`src/rtl/tmds_channel_encoder.sv`:
```
// Multi-lane TMDS symbol encoder: video 8b/10b with DC balance, control, TERC4 and guard bands.
// Stage 1 holds the freshly encoded symbol; later stages are pure delay for retiming.
module tmds_channel_encoder #(
  parameter int NUM_CH      = 3,
  parameter int PIPE_STAGES = 3
) (
  input  logic                   clk,
  input  logic                   rst,
  input  logic [1:0]             mode,
  input  logic                   gb_sel,
  input  logic [8*NUM_CH-1:0]    din,
  input  logic [2*NUM_CH-1:0]    ctrl,
  input  logic [4*NUM_CH-1:0]    aux,
  output logic [10*NUM_CH-1:0]   dout
);

  localparam logic [1:0] MODE_CTRL  = 2'd0;
  localparam logic [1:0] MODE_VIDEO = 2'd1;
  localparam logic [1:0] MODE_TERC4 = 2'd2;
  localparam logic [1:0] MODE_GUARD = 2'd3;

  localparam logic [9:0] SYM_RESET = 10'b1101010100;
  localparam logic [9:0] GB_EVEN   = 10'b1011001100;
  localparam logic [9:0] GB_ODD    = 10'b0100110011;

  if (PIPE_STAGES < 1) begin : g_bad_pipe
    $error("tmds_channel_encoder: PIPE_STAGES must be at least 1");
  end
  if (NUM_CH < 1) begin : g_bad_lanes
    $error("tmds_channel_encoder: NUM_CH must be at least 1");
  end

  function automatic logic [9:0] ctrl_sym(input logic [1:0] c);
    logic [9:0] s;
    case (c)
      2'b00:   s = 10'b1101010100;
      2'b01:   s = 10'b0010101011;
      2'b10:   s = 10'b0101010100;
      2'b11:   s = 10'b1010101011;
      default: s = 10'b1101010100;
    endcase
    return s;
  endfunction

  function automatic logic [9:0] terc4_sym(input logic [3:0] a);
    logic [9:0] s;
    case (a)
      4'h0:    s = 10'b1010011100;
      4'h1:    s = 10'b1001100011;
      4'h2:    s = 10'b1011100100;
      4'h3:    s = 10'b1011100010;
      4'h4:    s = 10'b0101110001;
      4'h5:    s = 10'b0100011110;
      4'h6:    s = 10'b0110001110;
      4'h7:    s = 10'b0100111100;
      4'h8:    s = 10'b1011001100;
      4'h9:    s = 10'b0100111001;
      4'hA:    s = 10'b0110011100;
      4'hB:    s = 10'b1011000110;
      4'hC:    s = 10'b1010001110;
      4'hD:    s = 10'b1001110001;
      4'hE:    s = 10'b0101100011;
      4'hF:    s = 10'b1011000011;
      default: s = 10'b1010011100;
    endcase
    return s;
  endfunction

  // Returns {updated disparity, symbol}; diff is n1-n0 of q_m[7:0], i.e. 2*n1-8.
  function automatic logic [15:0] video_enc(input logic [7:0] d, input logic signed [5:0] cnt);
    logic [8:0]        qm;
    logic [3:0]        n1d;
    logic [3:0]        n1q;
    logic              use_xnor;
    logic signed [5:0] diff;
    logic signed [5:0] cnt_n;
    logic [9:0]        sym;
    n1d = 4'd0;
    for (int i = 0; i < 8; i++) n1d = n1d + {3'b000, d[i]};
    use_xnor = (n1d > 4'd4) || ((n1d == 4'd4) && !d[0]);
    qm = 9'd0;
    qm[0] = d[0];
    for (int i = 1; i < 8; i++) qm[i] = use_xnor ? ~(qm[i-1] ^ d[i]) : (qm[i-1] ^ d[i]);
    qm[8] = ~use_xnor;
    n1q = 4'd0;
    for (int i = 0; i < 8; i++) n1q = n1q + {3'b000, qm[i]};
    diff = $signed({1'b0, n1q, 1'b0}) - 6'sd8;
    if ((cnt == 6'sd0) || (n1q == 4'd4)) begin
      sym   = {~qm[8], qm[8], (qm[8] ? qm[7:0] : ~qm[7:0])};
      cnt_n = qm[8] ? (cnt + diff) : (cnt - diff);
    end else if (((cnt > 6'sd0) && (n1q > 4'd4)) || ((cnt < 6'sd0) && (n1q < 4'd4))) begin
      sym   = {1'b1, qm[8], ~qm[7:0]};
      cnt_n = cnt - diff + (qm[8] ? 6'sd2 : 6'sd0);
    end else begin
      sym   = {1'b0, qm[8], qm[7:0]};
      cnt_n = cnt + diff - (qm[8] ? 6'sd0 : 6'sd2);
    end
    return {cnt_n, sym};
  endfunction

  logic [10*NUM_CH-1:0] sym_d;
  logic signed [5:0]    cnt_d [NUM_CH];
  logic signed [5:0]    cnt_q [NUM_CH];
  logic [10*NUM_CH-1:0] pipe_d [PIPE_STAGES];
  logic [10*NUM_CH-1:0] pipe_q [PIPE_STAGES];

  // Per-lane symbol selection; disparity only survives consecutive video cycles.
  always_comb begin
    logic [15:0] venc;
    venc  = 16'd0;
    sym_d = '0;
    for (int k = 0; k < NUM_CH; k++) begin
      cnt_d[k] = 6'sd0;
      case (mode)
        MODE_CTRL:  sym_d[10*k +: 10] = ctrl_sym(ctrl[2*k +: 2]);
        MODE_VIDEO: begin
          venc              = video_enc(din[8*k +: 8], cnt_q[k]);
          sym_d[10*k +: 10] = venc[9:0];
          cnt_d[k]          = $signed(venc[15:10]);
        end
        MODE_TERC4: sym_d[10*k +: 10] = terc4_sym(aux[4*k +: 4]);
        MODE_GUARD: begin
          if (gb_sel && (k == 0)) begin
            sym_d[10*k +: 10] = terc4_sym(aux[3:0]);
          end else if (gb_sel || ((k % 2) == 1)) begin
            sym_d[10*k +: 10] = GB_ODD;
          end else begin
            sym_d[10*k +: 10] = GB_EVEN;
          end
        end
        default:    sym_d[10*k +: 10] = SYM_RESET;
      endcase
    end
  end

  // Output delay line fed by the stage-1 symbol.
  always_comb begin
    pipe_d[0] = sym_d;
    for (int s = 1; s < PIPE_STAGES; s++) pipe_d[s] = pipe_q[s-1];
  end

  // State registers; reset flushes in-flight symbols to control-00.
  always_ff @(posedge clk) begin
    if (rst) begin
      for (int k = 0; k < NUM_CH; k++) cnt_q[k] <= 6'sd0;
      for (int s = 0; s < PIPE_STAGES; s++) pipe_q[s] <= {NUM_CH{SYM_RESET}};
    end else begin
      for (int k = 0; k < NUM_CH; k++) cnt_q[k] <= cnt_d[k];
      for (int s = 0; s < PIPE_STAGES; s++) pipe_q[s] <= pipe_d[s];
    end
  end

  assign dout = pipe_q[PIPE_STAGES-1];

endmodule

```
`config.mk`:
```
export PLATFORM = sky130hd
export DESIGN_NAME = tmds_channel_encoder
export DESIGN_NICKNAME = d
export VERILOG_FILES = /design/src/rtl/tmds_channel_encoder.sv
export SDC_FILE = /design/constraint.sdc
export NUM_CORES = 1
export LEC_CHECK = 0
export CORE_UTILIZATION = 30
export DETAILED_ROUTE_END_ITERATION = 7
export DONT_BUFFER_PORTS = 1
export SLEW_MARGIN = 20
export SYNTH_ARGS = -nofsm -noshare
export SYNTH_HDL_FRONTEND = slang
export SYNTH_SLANG_ARGS = --single-unit
```
`constraint.sdc`:
```
create_clock -name clk -period 27.1 [get_ports clk]
set_input_delay 5.42 -clock clk [delete_from_list [all_inputs] [get_ports clk]]
set_output_delay 5.42 -clock clk [all_outputs]
set_load 0.005 [all_outputs]
```
* Word level (Yosys, flattened, before mapping)
Memory sizes are Yosys's and may differ from the RTL's.
Cells that the tools add are included.
** Operators by class
- $add $sub $neg :: 57
- Multiply operators :: 0
- Divide/modulo/power cells :: 0
- $lt $le $gt $ge :: 15
- Equal/unequal tests :: 18
- Shifts and indexed selects :: 0
- Multiplexer cells :: 65
- Bitwise operators :: 54
- Reduce and logical (&&, ||, !) cells :: 28
** Operators by type and width (number)
- $pmux W10 S4 :: 6
- $add A4 B1 Y4 :: 24
- $mux W30 :: 3
- $mux W6 :: 15
- $mux W10 :: 8
- $add A3 B1 Y4 :: 6
- $eq A4 B3 Y1 const B :: 6
- $gt A4 B3 Y1 const B :: 6
- $mux W1 :: 24
- $mux W8 :: 3
- $not A1 Y1 :: 24
- $not A8 Y8 :: 3
- $xor A1 B1 Y1 :: 21
- $add A2 B1 Y3 :: 6
- $add A6 B3 Y6 :: 3
- $add A6 B6 Y6 :: 3
- $gt A6 B1 Y1 const B :: 3
- $logic_not A6 Y1 :: 3
- $lt A6 B1 Y1 const B :: 3
- $sub A5 B4 Y6 const B :: 3
- $sub A6 B3 Y6 :: 3
- $sub A6 B6 Y6 :: 3
- $eq A2 B2 Y1 const B :: 8
- $add A1 B1 Y2 :: 6
- other kinds (8) :: 44
** Storage, ports and cells
- Bits in registers :: 0
- Bits in latches :: 0
- Memory bits (writable) :: 108
- ROM bits :: 640
- Input bits :: 47
- Output and inout bits :: 30
- Word-level logic and storage cells :: 243
- Memories :: 6
** Memory list
- (name not given) :: depth 16, width 10, rd ports 1, clocked after Yosys merged registers in 0, write ports 0, line 47 : case (a)
- (name not given) :: depth 16, width 10, rd ports 1, clocked after Yosys merged registers in 0, write ports 0, line 47
- (name not given) :: depth 16, width 10, rd ports 1, clocked after Yosys merged registers in 0, write ports 0, line 47
- (name not given) :: depth 16, width 10, rd ports 1, clocked after Yosys merged registers in 0, write ports 0, line 47
- pipe_q :: depth 3, width 30, rd ports 3, clocked after Yosys merged registers in 0, write ports 3, line 105 : logic [10*NUM_CH-1:0] pipe_q [PIPE_STAGES];
- cnt_q :: depth 3, width 6, rd ports 3, clocked after Yosys merged registers in 0, write ports 3, line 103 : logic signed [5:0] cnt_q [NUM_CH];

* Longest topological paths before layout
Gate-level depths: netlist of run 1.
- Word-level depth :: 37
- Depth in mapped cells :: 27
- Gate-level depth less buffers :: 27

* Worst setup path before layout of run 1
OpenSTA, ideal clock, no wires.
- Path kind :: input to register
- Start :: input port din[0]
- End :: memory pipe_q[0][5] in the netlist's numbering
- Setup time :: 0.116 ns
- Arrival time :: 12.519 ns
- Required time :: 26.984 ns
- Setup slack :: 14.465 ns
- Stages :: 27
- Buffers on the path :: 1
- Cells stage by stage :: inv_1 -> fa_1 -> fa_1 -> fa_1 -> inv_1 -> ha_1 -> fa_1 -> nor3b_1 -> nor2b_1 -> o21ai_2 -> inv_2 -> xnor2_1 -> fa_1 -> inv_1 -> fa_1 -> fa_1 -> ha_1 -> fa_1 -> xor2_1 -> ha_1 -> or3b_2 -> clkbuf_1 -> a31o_2 -> nor2_2 -> mux2i_4 -> xor2_1 -> o211a_1
** RTL lines
- start: declaration :: line 11 : input logic [8*NUM_CH-1:0] din,
- end: declaration :: line 105

==> run_summary.xml, run 1 <==
<?xml version="1.0" encoding="UTF-8"?>
<metrics>
  <group name="global_route">
    <metric name="met1_layer_usage_reported_by_global_route" unit="">0.178</metric>
    <metric name="groute.layer.met2.usage" unit="">0.201</metric>
    <metric name="busiest_layer" unit="">met2</metric>
    <metric name="antenna_found_initial" unit="">0</metric>
    <metric name="grt_start_max_net_pins" unit="">79</metric>
    <metric name="global_route.usage.total" unit="">0.131</metric>
    <metric name="number_of_global_route_vias_before_repair" unit="">5679</metric>
    <metric name="global_route.overflow_total" unit="">0</metric>
    <metric name="met3_track_demand_over_resource" unit="">0.0367</metric>
    <metric name="first_pass_grt_wire_length" unit="um">29300</metric>
  </group>
  <group name="clock_network">
    <metric name="postCtsResizedCells" unit="">0</metric>
    <metric name="clock_latency" unit="ps">360</metric>
    <metric name="cts_setup_buffers" unit="">0</metric>
    <metric name="clkSlewWorstSetupHoldPaths" unit="ps">80</metric>
    <metric name="total_clock_buffers_created_by_cts" unit="">9</metric>
    <metric name="cts_root_buffer" unit="">clkbuf_16</metric>
    <metric name="htreeDepth" unit="">3</metric>
    <metric name="cts-root-to-sink-buffers" unit="">2</metric>
    <metric name="postCtsHoldBufs" unit="">0</metric>
    <metric name="clock_tree_sinks" unit="">105</metric>
    <metric name="cts_tree" unit="">yes</metric>
  </group>
  <group name="hold_path">
    <metric name="min_path_type" unit="">reg2reg</metric>
    <metric name="worst_hold_path.endpoint" unit="">pipe_q[0][89]</metric>
    <metric name="worst_hold_path.num_cells" unit="">1</metric>
    <metric name="worst_hold_startpoint" unit="">pipe_q[0][59]</metric>
  </group>
  <group name="sta">
    <metric name="rsz0062_at_grt" unit="">false</metric>
    <metric name="timing.fmax" unit="GHz">0.0788</metric>
    <metric name="layout_worst_path_cycle_share" unit="">0.468</metric>
    <metric name="timing.final.max_slew_violations" unit="">0</metric>
    <metric name="fin_skew" unit="ps">14.4</metric>
    <metric name="transition_time_of_the_tightest_slew_check_pin" unit="ps">884</metric>
    <metric name="fin_ws" unit="ps">14410</metric>
    <metric name="maxSlewHeadroom" unit="">0.407</metric>
    <metric name="setup_tns" unit="ps">0</metric>
    <metric name="setup-violations-final" unit="">0</metric>
    <metric name="number_of_hold_violations_in_the_final_report" unit="">0</metric>
    <metric name="finalWorstPathRequiredPeriod" unit="ps">12690</metric>
  </group>
  <group name="setup_path">
    <metric name="cp_slowest_cell" unit="">fa_1</metric>
    <metric name="worstPathRequired" unit="ps">27370</metric>
    <metric name="critPathLaunchType" unit="">input pin</metric>
    <metric name="biggest_cell_delay_along_the_critical_path" unit="ps">550</metric>
    <metric name="highest_fanout_seen_on_the_critical_path" unit="">9</metric>
    <metric name="timing.reg2reg.worst_path_depth" unit="">6</metric>
    <metric name="setup.reg_to_reg.worst_slack" unit="ps">24470</metric>
    <metric name="criticalPathCategory" unit="">in2reg</metric>
    <metric name="critical_path.n_buffers_inverters" unit="">4</metric>
    <metric name="endpoint_kind" unit="">flip-flop</metric>
    <metric name="worst_ep_arrival_time" unit="ps">12960</metric>
    <metric name="path_common_cell" unit="">fa_1</metric>
    <metric name="crit-reg2reg-capture" unit="">pipe_q[0][14]</metric>
    <metric name="number_of_gates_on_the_worst_path_with_buffers_counted" unit="">26</metric>
    <metric name="crit_family" unit="">adder cells</metric>
    <metric name="r2r-start" unit="">cnt_q[0][8]</metric>
  </group>
  <group name="synthesis">
    <metric name="post_synthesis_cell_area" unit="um^2">8100</metric>
    <metric name="synth_sequential_area_ratio" unit="">0.260</metric>
    <metric name="dominant_synthesized_flop_cell" unit="">dfxtp_1</metric>
    <metric name="synthTopCellsByArea" unit="">dfxtp_1 (26%), ha_1 (15%), fa_1 (7.4%)</metric>
    <metric name="leading_cell_type_by_number_of_instances_after_synthesis" unit="">dfxtp_1</metric>
    <metric name="syn_inst" unit="">900</metric>
    <metric name="netlist-cell-type-count" unit="">71</metric>
    <metric name="synth_area_leader_cell" unit="">dfxtp_1</metric>
    <metric name="post_synth.cell_area_avg" unit="um^2">9.00</metric>
    <metric name="synth_top_area_share" unit="">0.260</metric>
    <metric name="synthesis.yosys.warnings" unit="">0</metric>
    <metric name="synth-async-reset-ratio" unit="">0</metric>
    <metric name="seq_cells_post_synth" unit="">105</metric>
    <metric name="synthesis.nets" unit="">1077</metric>
    <metric name="synth-edff-count" unit="">0</metric>
    <metric name="yosys-top-cells-count" unit="">dfxtp_1 (105), ha_1 (100), inv_1 (91)</metric>
  </group>
  <group name="placement">
    <metric name="place.port_buffers" unit="">0</metric>
    <metric name="gp_congestion" unit="">0.843</metric>
    <metric name="post-place-cells" unit="">1199</metric>
    <metric name="dp_hpwl" unit="um">14000</metric>
    <metric name="detailedPlace.worstSlack" unit="ps">13730</metric>
  </group>
  <group name="detailed_routing">
    <metric name="wl_per_cell" unit="um">14.5</metric>
    <metric name="overall_routed_net_length" unit="um">17600</metric>
    <metric name="ant_nets" unit="">0</metric>
    <metric name="route.detailed.vias_per_inst" unit="">4.74</metric>
    <metric name="drt_pass1_iterations" unit="">8</metric>
    <metric name="num_vias" unit="">5764</metric>
    <metric name="post-route-drc-count" unit="">10</metric>
    <metric name="detailedRoute.firstIterationViolations" unit="">391</metric>
  </group>
  <group name="floorplan">
    <metric name="top_level_ports" unit="">77</metric>
    <metric name="chipHeight" unit="um">166</metric>
    <metric name="start_util" unit="">0.308</metric>
    <metric name="core_area" unit="um^2">26300</metric>
    <metric name="die_w" unit="um">166</metric>
    <metric name="fp.dieArea" unit="um^2">27700</metric>
    <metric name="rows" unit="">59</metric>
  </group>
  <group name="finish">
    <metric name="nets" unit="">1052</metric>
    <metric name="antenna_cells_inserted" unit="">0</metric>
    <metric name="num-fill-cells" unit="">2743</metric>
    <metric name="post_route_cells_drive_above_1_share" unit="">0.0875</metric>
    <metric name="area_delta_synth_final" unit="%">7.45</metric>
    <metric name="area_used_by_multi_input_combinational_logic" unit="um^2">5490</metric>
    <metric name="register_area" unit="um^2">2100</metric>
    <metric name="layout.cells.non_filler" unit="">1215</metric>
  </group>
  <group name="run_status">
    <metric name="status" unit="">finished with violations</metric>
    <metric name="failed_checks" unit="">DRC</metric>
  </group>
  <group name="run">
    <metric name="drv_cap" unit="">0</metric>
  </group>
</metrics>
## cell families (layout without fill, tap and decap cells)
kind of cell               after synthesis  count (layout)  synth area share
xor gates and xnor gates               104             104             0.130
muxes                                   15              15            0.0201
buffers and inverters                  132             112            0.0630
and+or+nand+nor                        227             227             0.146
adders and majority gates              130             130             0.229
DFF                                    105             105             0.260
AOI/OAI and AO/OA                      187             187             0.152
## worst max-delay path by stage
| stage | start | end |
|---|---|---|
| global placement | din[16] | pipe_q[0][22] |
| finish | din[0] | pipe_q[0][5] |
| CTS | din[16] | pipe_q[0][24] |
| detailed placement | din[16] | pipe_q[0][24] |
| global route | din[0] | pipe_q[0][7] |
| floorplan | din[0] | pipe_q[0][5] |
## layout by cell type (no fill, tap or decap), drive strengths merged, types with 9 or more instances in the layout
| master | n |
|---|---|
| a21oi | 55 |
| fa | 30 |
| a211oi | 10 |
| o21ai | 40 |
| xnor2 | 69 |
| o211ai | 12 |
| nand2 | 45 |
| inv | 96 |
| nand2b | 10 |
| or2 | 32 |
| clkbuf | 9 |
| mux2i | 15 |
| nand3 | 18 |
| xor2 | 32 |
| ha | 100 |
| o21bai | 13 |
| nor2b | 37 |
| o22ai | 15 |
| nor2 | 54 |
| dfxtp | 105 |
## final cells by class
class	count	area share
inverters	94	0.0405
repair buffers	2	0.00173
well taps	335	0.0482
clock inverters	7	0.0109
multi-input cells	663	0.631
flip-flops and latches	105	0.242
clock buffers	9	0.0259
## metrics by stage
stage	cell area [um^2]	util	hold slack (ps)
detailed placement	8380	0.319	392
floorplan	8100	-	389
CTS	8700	0.331	406
global placement	8380	0.319	393
finish	8700	0.331	407
global route	8700	0.331	419
## sequential cells by signal, indices dropped and copies added (netlist names)
name    flops
cnt_q      15
pipe_q     90
## per-layer routing
layer | vias to the layer above | wire length (um)
li1 | 2951 | -
met1 | 2661 | 8730
met2 | 134 | 7550
met3 | 18 | 1020
met4 | 0 | 274
met5 | - | 0
Power of run 1 is not shown: default switching activity piles up to over one toggle a cycle in this logic, so the estimate is an artifact.
==> run 2: changes to the inputs <==
- clock period: 27.1 -> 10.15 ns (I/O delays scaled with it)
==> run 2 against run 1 <==
Critical path depth unchanged. Utilization up 0.057 points. Non-clock buffer count up 3. Clock skew is 8.1 ps lower. Final cell count is 0.25% higher. Global-route usage up 0.083 points. First-iteration DRC count down 28%. Setup slack got worse by 13000 ps. Design area increased by 0.17%. The flow still finishes with violations (DRC).
==> run_summary.xml, run 2 (synthesized netlist as in run 1, its figures left out) <==
<?xml version="1.0" encoding="UTF-8"?>
<metrics>
  <group name="run_status">
    <metric name="status" unit="">finished with violations</metric>
    <metric name="failed_checks" unit="">DRC</metric>
  </group>
  <group name="finish">
    <metric name="area_delta_synth_final" unit="%">7.63</metric>
    <metric name="layout.cells.most_common" unit="">dfxtp_1</metric>
    <metric name="final_core_utilization" unit="">0.332</metric>
    <metric name="antenna_cells_inserted" unit="">0</metric>
    <metric name="reg_top3" unit="">pipe_q (90), cnt_q (15)</metric>
    <metric name="max_reg_flops" unit="">90</metric>
    <metric name="biggest_register" unit="">pipe_q</metric>
    <metric name="num-fill-cells" unit="">2742</metric>
    <metric name="nets" unit="">1055</metric>
    <metric name="post_route_cells_drive_above_1_share" unit="">0.0895</metric>
    <metric name="mostFrequentLayoutCells" unit="">dfxtp_1 (105), ha_1 (100), inv_1 (91)</metric>
    <metric name="finalInstanceArea" unit="um^2">8720</metric>
  </group>
  <group name="detailed_routing">
    <metric name="post-route-drc-count" unit="">9</metric>
    <metric name="route.detailed.vias_per_inst" unit="">4.73</metric>
    <metric name="detailedRoute.firstIterationViolations" unit="">283</metric>
    <metric name="overall_routed_net_length" unit="um">17800</metric>
    <metric name="num_vias" unit="">5763</metric>
    <metric name="wl_per_cell" unit="um">14.6</metric>
    <metric name="drt_pass1_iterations" unit="">8</metric>
    <metric name="ant_nets" unit="">0</metric>
  </group>
  <group name="clock_network">
    <metric name="postCtsHoldBufs" unit="">0</metric>
    <metric name="total_clock_buffers_created_by_cts" unit="">9</metric>
    <metric name="htreeDepth" unit="">3</metric>
    <metric name="clkSlewWorstSetupHoldPaths" unit="ps">80</metric>
    <metric name="cts-root-to-sink-buffers" unit="">2</metric>
    <metric name="cts_setup_buffers" unit="">0</metric>
    <metric name="clock_tree_sinks" unit="">105</metric>
    <metric name="cts_tree" unit="">yes</metric>
    <metric name="postCtsResizedCells" unit="">0</metric>
    <metric name="clock_latency" unit="ps">360</metric>
    <metric name="cts_root_buffer" unit="">clkbuf_16</metric>
  </group>
  <group name="sta">
    <metric name="fin_skew" unit="ps">6.33</metric>
    <metric name="maxSlewHeadroom" unit="">0.602</metric>
    <metric name="setup-violations-final" unit="">0</metric>
    <metric name="timing.fmax" unit="GHz">0.108</metric>
    <metric name="number_of_hold_violations_in_the_final_report" unit="">0</metric>
    <metric name="layout_worst_path_cycle_share" unit="">0.908</metric>
    <metric name="whs" unit="ps">411</metric>
    <metric name="finalWorstPathRequiredPeriod" unit="ps">9220</metric>
    <metric name="transition_time_of_the_tightest_slew_check_pin" unit="ps">596</metric>
    <metric name="rsz0062_at_grt" unit="">false</metric>
    <metric name="timing.final.max_slew_violations" unit="">0</metric>
    <metric name="setup_tns" unit="ps">0</metric>
  </group>
  <group name="placement">
    <metric name="gp_congestion" unit="">0.837</metric>
    <metric name="place.port_buffers" unit="">0</metric>
    <metric name="place_area" unit="um^2">8400</metric>
    <metric name="dp_hpwl" unit="um">14000</metric>
  </group>
  <group name="floorplan">
    <metric name="core_area" unit="um^2">26300</metric>
    <metric name="fp.dieArea" unit="um^2">27700</metric>
    <metric name="rows" unit="">59</metric>
    <metric name="chipHeight" unit="um">166</metric>
    <metric name="top_level_ports" unit="">77</metric>
    <metric name="start_util" unit="">0.308</metric>
    <metric name="die_w" unit="um">166</metric>
  </group>
  <group name="setup_path">
    <metric name="setup.reg_to_reg.worst_slack" unit="ps">7670</metric>
    <metric name="criticalPathCategory" unit="">in2reg</metric>
    <metric name="critPathLaunchType" unit="">input pin</metric>
    <metric name="crit-reg2reg-capture" unit="">pipe_q[0][22]</metric>
    <metric name="worstPathRequired" unit="ps">10410</metric>
    <metric name="r2r-start" unit="">cnt_q[0][14]</metric>
    <metric name="worst_setup_path_startpoint" unit="">din[0]</metric>
    <metric name="endpoint_kind" unit="">flip-flop</metric>
    <metric name="timing.reg2reg.worst_path_depth" unit="">6</metric>
    <metric name="worst_ep_arrival_time" unit="ps">9480</metric>
    <metric name="highest_fanout_seen_on_the_critical_path" unit="">9</metric>
  </group>
  <group name="hold_path">
    <metric name="worst_hold_startpoint" unit="">pipe_q[0][22]</metric>
    <metric name="worst_hold_path.endpoint" unit="">pipe_q[0][52]</metric>
    <metric name="worst_hold_path.num_cells" unit="">1</metric>
    <metric name="min_path_type" unit="">reg2reg</metric>
  </group>
  <group name="global_route">
    <metric name="grt_start_max_net_pins" unit="">79</metric>
    <metric name="global_route.usage.total" unit="">0.132</metric>
    <metric name="first_pass_grt_wire_length" unit="um">29200</metric>
    <metric name="antenna_found_initial" unit="">0</metric>
    <metric name="number_of_global_route_vias_before_repair" unit="">5733</metric>
    <metric name="global_route.overflow_total" unit="">0</metric>
  </group>
  <group name="run">
    <metric name="drv_cap" unit="">0</metric>
  </group>
</metrics>
## run 2: cell types whose count changed in the layout (fill, tap and decap cells not counted), sizes merged
cell and delta:
inv +1, buf +3, bufinv -1
## run 2: area by class of cell
cell class | instances | area (um^2) | share of cell area
clock buffer | 9 | 225 | 0.0258
clock inverter | 7 | 93.8 | 0.0108
inverter | 94 | 353 | 0.0405
multi-input combinational | 663 | 5490 | 0.629
sequential | 105 | 2100 | 0.241
tap | 335 | 419 | 0.0481
timing repair buffer | 5 | 37.5 | 0.00431
## run 2: how the worst max path moves through the flow
stage / end / slack [ps]
CTS: pipe_q[0][5] / 930
finish: pipe_q[0][5] / 930
global placement: pipe_q[0][5] / 670
global route: cnt_q[0][3] / 420
floorplan: pipe_q[0][5] / 910
detailed placement: pipe_q[0][5] / 530
## run 2: per-layer routing
layer,vias up,routed length [um],part of all wire,global-route usage
met5,-,0,0,0
met4,0,362,0.020,0.0443
met3,22,976,0.055,0.0386
met2,128,7770,0.44,0.204
met1,2652,8670,0.49,0.174
li1,2961,-,-,-
## run 2: worst max-delay path, cell delays in order
cell,delay (ps)
inv_1,70
fa_1,570
fa_1,430
fa_1,490
inv_1,40
ha_1,190
fa_1,430
nor3b_1,280
nor2b_1,90
o21ai_2,440
inv_2,230
xnor2_1,190
fa_1,510
inv_1,50
fa_1,520
fa_1,420
ha_1,220
fa_1,380
xor2_1,220
ha_1,180
or3b_2,530
a31o_2,290
nor2_2,170
mux2i_4,120
xor2_1,170
o211a_1,220
## run 2: through the flow
step                      worst slack [ps]  instances
after floorplan                        905        900
after global placement                 668       1202
after detailed placement               533       1202
after CTS                              928       1218
after global routing                   424       1218
final                                  932       1218
Power of run 2 is left out for the same reason.
